<file path="src/rtl/tdr_pkg.sv">
// Shared types and helpers for the TDR delay-line model.
// Imported by the delay line top level.
package tdr_pkg;

  typedef enum logic {
    FILL = 1'b0,
    RUN  = 1'b1
  } dline_state_e;

  function automatic int unsigned clamp_delay(
    input int unsigned d,
    input int unsigned max_d
  );
    if (d == 0) return 1;
    if (d > max_d) return max_d;
    return d;
  endfunction

endpackage

</file>
<file path="src/rtl/prog_delay_line_if.sv">
// Sample stream and delay-config bundle for the delay line.
// master drives stimulus and config, slave is the delay line.
interface prog_delay_line_if #(
  parameter int WIDTH = 8,
  parameter int DLY_W = 9
);
  logic             in_valid;
  logic [WIDTH-1:0] in_data;
  logic             cfg_load;
  logic [DLY_W-1:0] delay_cfg;
  logic             out_valid;
  logic [WIDTH-1:0] out_data;
  logic             filling;
  logic [DLY_W-1:0] cur_delay;

  modport master (
    output in_valid, in_data,
    output cfg_load, delay_cfg,
    input  out_valid, out_data,
    input  filling, cur_delay
  );

  modport slave (
    input  in_valid, in_data,
    input  cfg_load, delay_cfg,
    output out_valid, out_data,
    output filling, cur_delay
  );
endinterface

</file>
<file path="src/rtl/prog_delay_line_sample_ram.sv">
// Simple dual-port sample buffer, read-first on address collision.
// No reset so it maps onto block RAM.
module sample_ram #(
  parameter int WIDTH = 8,
  parameter int DEPTH = 256,
  parameter int AW    = 8
) (
  input  logic             clk,
  input  logic             i_we,
  input  logic [AW-1:0]    i_waddr,
  input  logic [WIDTH-1:0] i_wdata,
  input  logic             i_re,
  input  logic [AW-1:0]    i_raddr,
  output logic [WIDTH-1:0] o_rdata
);
  logic [WIDTH-1:0] r_mem [DEPTH];
  logic [WIDTH-1:0] r_q;

  always_ff @(posedge clk) begin
    if (i_re) r_q <= r_mem[i_raddr];
    if (i_we) r_mem[i_waddr] <= i_wdata;
  end

  assign o_rdata = r_q;
endmodule

</file>
<file path="src/rtl/prog_delay_line.sv">
// Runtime-programmable sample delay line over a circular buffer.
// Output is gated until D fresh samples have been written.
module prog_delay_line
  import tdr_pkg::*;
#(
  parameter int WIDTH         = 8,
  parameter int MAX_DELAY     = 256,
  parameter int DEFAULT_DELAY = 64,
  parameter int DLY_W         = $clog2(MAX_DELAY + 1)
) (
  input logic              clk,
  input logic              rst,
  prog_delay_line_if.slave bus
);
  localparam int PTR_W = $clog2(MAX_DELAY);
  localparam int SW    = DLY_W + 1;

  dline_state_e     r_state, w_state_nx;
  logic [DLY_W-1:0] r_fill_cnt, w_fill_nx;
  logic [DLY_W-1:0] r_cur_delay, w_cur_nx;
  logic [PTR_W-1:0] r_wr_ptr, w_wr_nx;
  logic [PTR_W-1:0] w_rd_ptr;
  logic [SW-1:0]    w_sum;
  logic             r_out_valid, w_ov_nx;
  logic             r_out_sel, w_sel_nx;
  logic [WIDTH-1:0] w_ram_q;

  // wr_ptr - D mod MAX_DELAY without a divider
  assign w_sum = SW'(r_wr_ptr) + SW'(MAX_DELAY)
               - SW'(r_cur_delay);
  assign w_rd_ptr = (w_sum >= SW'(MAX_DELAY))
                  ? PTR_W'(w_sum - SW'(MAX_DELAY))
                  : PTR_W'(w_sum);

  sample_ram #(
    .WIDTH (WIDTH),
    .DEPTH (MAX_DELAY),
    .AW    (PTR_W)
  ) u_ram (
    .clk     (clk),
    .i_we    (bus.in_valid),
    .i_waddr (r_wr_ptr),
    .i_wdata (bus.in_data),
    .i_re    (bus.in_valid),
    .i_raddr (w_rd_ptr),
    .o_rdata (w_ram_q)
  );

  always_comb begin
    w_state_nx = r_state;
    w_fill_nx  = r_fill_cnt;
    w_cur_nx   = r_cur_delay;
    w_wr_nx    = r_wr_ptr;
    w_ov_nx    = 1'b0;
    w_sel_nx   = r_out_sel;
    if (bus.in_valid) begin
      w_wr_nx = (r_wr_ptr == PTR_W'(MAX_DELAY - 1))
              ? '0 : r_wr_ptr + 1'b1;
    end
    if (bus.cfg_load) begin
      w_cur_nx = DLY_W'(clamp_delay(
        32'(bus.delay_cfg), MAX_DELAY));
      w_state_nx = FILL;
      w_fill_nx  = bus.in_valid ? DLY_W'(1) : '0;
      if (bus.in_valid) w_sel_nx = 1'b0;
    end else if (bus.in_valid) begin
      unique case (r_state)
        FILL: begin
          if (r_fill_cnt == r_cur_delay) begin
            w_state_nx = RUN;
            w_ov_nx    = 1'b1;
            w_sel_nx   = 1'b1;
          end else begin
            w_fill_nx = r_fill_cnt + 1'b1;
            w_sel_nx  = 1'b0;
          end
        end
        RUN: begin
          w_ov_nx  = 1'b1;
          w_sel_nx = 1'b1;
        end
        default: ;
      endcase
    end
  end

  always_ff @(posedge clk) begin
    if (rst) begin
      r_state     <= FILL;
      r_fill_cnt  <= '0;
      r_cur_delay <= DLY_W'(DEFAULT_DELAY);
      r_wr_ptr    <= '0;
      r_out_valid <= 1'b0;
      r_out_sel   <= 1'b0;
    end else begin
      r_state     <= w_state_nx;
      r_fill_cnt  <= w_fill_nx;
      r_cur_delay <= w_cur_nx;
      r_wr_ptr    <= w_wr_nx;
      r_out_valid <= w_ov_nx;
      r_out_sel   <= w_sel_nx;
    end
  end

  assign bus.out_valid = r_out_valid;
  assign bus.out_data  = r_out_sel ? w_ram_q : '0;
  assign bus.filling   = (r_state == FILL);
  assign bus.cur_delay = r_cur_delay;
endmodule
</file>
<file path="src/flat_wrapper.sv">
// flat-port wrapper written by rule: the top's interface ports become plain ports
module prog_delay_line_flat import tdr_pkg::*;
#(
  parameter int WIDTH         = 8,
  parameter int MAX_DELAY     = 256,
  parameter int DEFAULT_DELAY = 64,
  parameter int DLY_W         = $clog2(MAX_DELAY + 1)
)
  (clk, rst, bus_in_valid, bus_in_data, bus_cfg_load, bus_delay_cfg, bus_out_valid, bus_out_data, bus_filling, bus_cur_delay);
  prog_delay_line_if #(.WIDTH(WIDTH), .DLY_W(DLY_W)) bus_i ();
  input logic clk;
  input logic rst;
  input wire logic [$bits(bus_i.in_valid)-1:0] bus_in_valid;
  input wire logic [$bits(bus_i.in_data)-1:0] bus_in_data;
  input wire logic [$bits(bus_i.cfg_load)-1:0] bus_cfg_load;
  input wire logic [$bits(bus_i.delay_cfg)-1:0] bus_delay_cfg;
  output wire logic [$bits(bus_i.out_valid)-1:0] bus_out_valid;
  output wire logic [$bits(bus_i.out_data)-1:0] bus_out_data;
  output wire logic [$bits(bus_i.filling)-1:0] bus_filling;
  output wire logic [$bits(bus_i.cur_delay)-1:0] bus_cur_delay;
  assign bus_i.in_valid = bus_in_valid;
  assign bus_i.in_data = bus_in_data;
  assign bus_i.cfg_load = bus_cfg_load;
  assign bus_i.delay_cfg = bus_delay_cfg;
  assign bus_out_valid = bus_i.out_valid;
  assign bus_out_data = bus_i.out_data;
  assign bus_filling = bus_i.filling;
  assign bus_cur_delay = bus_i.cur_delay;
  prog_delay_line #(.WIDTH(WIDTH), .MAX_DELAY(MAX_DELAY), .DEFAULT_DELAY(DEFAULT_DELAY), .DLY_W(DLY_W)) u_core (.clk(clk), .rst(rst), .bus(bus_i));
endmodule
</file>
<file path="config.mk">
export PLATFORM = sky130hd
export DESIGN_NAME = prog_delay_line_flat
export DESIGN_NICKNAME = d
export VERILOG_FILES = /design/src/rtl/tdr_pkg.sv /design/src/rtl/prog_delay_line_if.sv /design/src/rtl/prog_delay_line_sample_ram.sv /design/src/rtl/prog_delay_line.sv /design/src/flat_wrapper.sv
export SDC_FILE = /design/constraint.sdc
export NUM_CORES = 2
export LEC_CHECK = 0
export ABC_AREA = 1
export CAP_MARGIN = 20
export CORE_UTILIZATION = 35
export DETAILED_ROUTE_END_ITERATION = 8
export HOLD_SLACK_MARGIN = 0.08
export MAX_ROUTING_LAYER = met4
export PLACE_DENSITY = 0.61
export SYNTH_ARGS = -nofsm -noshare
export SYNTH_HDL_FRONTEND = slang
export SYNTH_HIERARCHICAL = 1
export SYNTH_SLANG_ARGS = --single-unit
</file>
<file path="constraint.sdc">
create_clock -name clk -period 3.5 [get_ports clk]
set_input_delay 0.7 -clock clk [delete_from_list [all_inputs] [get_ports clk]]
set_output_delay 0.7 -clock clk [all_outputs]
set_load 0.05 [all_outputs]
</file>
==> summary.md <==
| Metric | Value |
|---|---|
| RSZ-0062 raised after global routing | no |
| DP Area | 0.09206 mm² |
| Final Max Tran Viols | 0 |
| Violated checks | negative setup slack |
| Hold depth | 1 |
| Tot Pwr | 0.05804 W |
| Syn-to-layout area delta | 16.78% |
| Arrival time worst endpoint | 4.14 ns |
| Worst clock skew | 0.03479 ns |
| Fmax | 283.8 MHz |
| Post-Syn Area | 0.08533 mm² |
| Leak | 35.07 nW |
| Syn nets | 7315 |
| Synth area leader | edfxtp_1 |
| Post-synth EDFFs | 2056 |
| Slew HR | 30.50% |
| Vias in the first global route | 55040 |
| CTS clk-pin slew, worst paths | 0.06 ns |
| Register Area | 0.06232 mm² |
| First-pass GRT wire length | 364200 µm |
| TritonCTS clock tree | yes |
| Reg2reg start | u_core/r_wr_ptr[0] |
| Hold Startpoint | bus_in_data[5] |
| Max IR drop VDD | 0.5801 mV |
| Period minus WS final | 3.524 ns |
| DRC viols | 0 |
| Routed WL | 248300 µm |
| Post-route ant nets | 0 |
| H-tree levels | 4 |
| Min-delay worst type | input port to register |
| # fillers | 22440 |
| Num rows | 180 |
| Final clock period utilization by the worst path | 100.7% |
| Synth cell count leaders | 2187 x nand2_1, 2056 x edfxtp_1, 2039 x nand3_1, 308 x nor2_1, 271 x buf_2 |
| Post-synthesis register bit count | 2085 |
| Outcome | finished with violations |
| Initial Util | 35.34% |
| Post-Syn Instances | 7284 |
| Fin area | 0.09965 mm² |
| Critical Path RT | 4.11 ns |
| Final Hold Fails | 0 |
| All-layer global routing usage | 20.36% |
| Die H | 495.8 µm |
| Nets@finish | 7565 |
| Synth top area cells | edfxtp_1 72%, nand3_1 12%, nand2_1 9.6% |
| Yosys cell types | 34 |
| Pwr Density | 582.4 mW/mm² |
| DIE WIDTH | 495.8 µm |
| Worst-margin pin slew | 1.039 ns |
| Gr ovfl total | 0 |
| Ys Warns | 6 |
| Largest net degree at the start of global routing | 100 |
| Core footprint | 0.2414 mm² |
| Via count | 58160 |
| Hold WS | 0.2870 ns |
| Reg-to-reg slack, setup | -0.02 ns |
| Critical Path Start Type | register |
| Root Buffer | clkbuf_16 |
| Drt pass-1 iters | 6 |
| Worst-Skew Late Latency | 0.86 ns |
| Worst setup EP type | register |
| Syn_area_per_cell | 11.72 µm² |
| Clock Tree Buf Depth | 3 |
| Hold path endpoint | u_core/u_ram/r_mem[66][5] |
| Area taken by multi-input logic gates | 0.02064 mm² |
| Most common cell in the netlist | nand2_1 |
| Die area | 0.2458 mm² |
| Final Setup Violations | 1 |
| Vias per cell | 5.333 |
| Register area share after synthesis | 73.03% |
| Buffers on Ports | 39 |
| Top_reg_cell synth | edfxtp_1 |
| Cells after DPL | 10490 |
| Placed wire-length estimate | 148000 µm |
| Yosys top cell area share | 72.35% |
| Final setup margin | -0.02365 ns |
| Wire length per cell | 22.77 µm |
| Clk sinks | 2085 |
| CTS buffer count | 207 |
| Non-Filler Instances | 10900 |
| Post-synth ARST share | 0% |
| RePlAce Congestion | 0.8978 |
| Max Cap Violations | 0 |
| Crit path max fanout | 24 |
| Initial antenna violation count | 10 |
| R2r worst-path depth | 17 |
| Share of cells above drive strength 1 | 11.45% |
| I/O pins | 40 |
| Detailed Route Iter0 Violations | 7173 |
| R2r endpoint | u_core/u_ram/o_rdata[1] |
| CP Class | register to register |
-- through the flow --
step	util, %	setup slack [ns]	setup TNS (ns)
2_1_floorplan	-	0.5830	0
3_3_place_gp	38.13	-0.2300	-1.076
3_5_place_dp	38.13	-0.1785	-0.7289
4_1_cts	41.05	-0.02677	-0.1196
5_1_grt	41.27	0.0007052	0
6_report	41.27	-0.02365	-0.02365
-- report_power, final --
| part | internal, W | switching, W |
|---|---|---|
| registers | 0.0275 | 0.0000357 |
| clock network | 0.0121 | 0.00950 |
| logic | 0.00269 | 0.00626 |
| total | 0.0422 | 0.0158 |
-- cell usage in the layout, fill, tap and decap left out, types with 4 or more instances in the layout --
| cell | instances |
|---|---|
| nand2_1 | 2176 |
| edfxtp_1 | 2056 |
| nand3_1 | 1979 |
| buf_4 | 372 |
| nor2_1 | 308 |
| clkbuf_16 | 214 |
| buf_12 | 89 |
| inv_1 | 82 |
| nand3_2 | 55 |
| clkbuf_1 | 48 |
| clkinv_1 | 46 |
| clkinv_2 | 45 |
| clkdlybuf4s50_1 | 29 |
| dfxtp_1 | 28 |
| nand4_1 | 19 |
| a21oi_1 | 18 |
| bufinv_16 | 13 |
| buf_8 | 12 |
| nand2_2 | 11 |
| diode_2 | 9 |
| buf_16 | 9 |
| ha_1 | 9 |
| inv_6 | 8 |
| buf_6 | 7 |
| clkinv_16 | 6 |
| bufbuf_16 | 6 |
| o21ai_0 | 6 |
| nand3_4 | 6 |
| xor2_1 | 5 |
| o21ai_1 | 5 |
| clkinvlp_4 | 4 |
| xor2_4 | 4 |
-- worst max-delay path, cell delays in order, from the launching register on --
cell and delay (ns):
dfxtp_1 0.35, inv_1 0.08, ha_1 0.18, inv_1 0.09
fa_4 0.67, buf_12 0.20, clkinv_16 0.13, buf_12 0.18
buf_12 0.18, nand3_1 0.09, nand3_1 0.14, nand3_1 0.13
nand3_1 0.20, nand3_1 0.21, nand3_2 0.19, nand2_1 0.08
nand2_1 0.08, nand2_1 0.05
-- layout make-up --
cell class                 instances  share of cell area [%]
clock buffer                     260                   5.482
multi-input combinational       4617                   20.71
tap                             3185                   3.999
inverter                          92                  0.4144
sequential                      2085                   62.54
antenna                            9                 0.02260
timing repair buffer             530                   5.701
timing repair inverter             1                0.008789
clock inverter                   125                   1.120
-- state kept, by name, indices dropped and copies added, names as in the netlist --
register	count
u_core/r_out_sel	1
u_core/r_state	1
u_core/u_ram/o_rdata	8
u_core/bus.cur_delay	9
u_core/r_wr_ptr	8
u_core/u_ram/r_mem	2048
u_core/r_fill_cnt	9
u_core/bus.out_valid	1
-- timing repair --
item / CTS / global route
resized for setup: 43 / 67
endpoints found under the setup margin: 15 / 8
buffers inserted: 3 / 8
pin swaps: 0 / 4
cloned: 7 / 5
hold buffers: 0 / 0
-- per-layer routing --
metal	track usage (%)	vias up	share of wire, %
li1	-	26300	-
met1	26.95	28750	41
met2	32.01	2693	48
met3	2.860	408	8.1
met4	7.250	0	3.4
met5	-	-	0
-- kinds of logic after synthesis --
family	share of synthesized area [%]
flops	73.03
fa+ha+maj	0.1554
simple gates	23.15
xor+xnor	0.1129
buf+inv	3.317
compound gates	0.2361
-- worst max-delay path by stage --
stage,cells after the start,slack (ns),to,startpoint
2_1_floorplan,16,0.58,u_core/u_ram/o_rdata[5],u_core/bus.cur_delay[0]
3_3_place_gp,17,-0.23,u_core/u_ram/o_rdata[0],u_core/r_wr_ptr[0]
3_5_place_dp,17,-0.18,u_core/u_ram/o_rdata[3],u_core/r_wr_ptr[0]
4_1_cts,17,-0.03,u_core/u_ram/o_rdata[0],u_core/r_wr_ptr[0]
5_1_grt,18,0.0007,u_core/u_ram/o_rdata[4],u_core/r_wr_ptr[0]
6_report,17,-0.02,u_core/u_ram/o_rdata[1],u_core/r_wr_ptr[0]
Note: power is estimated with default switching activity, not from simulation.
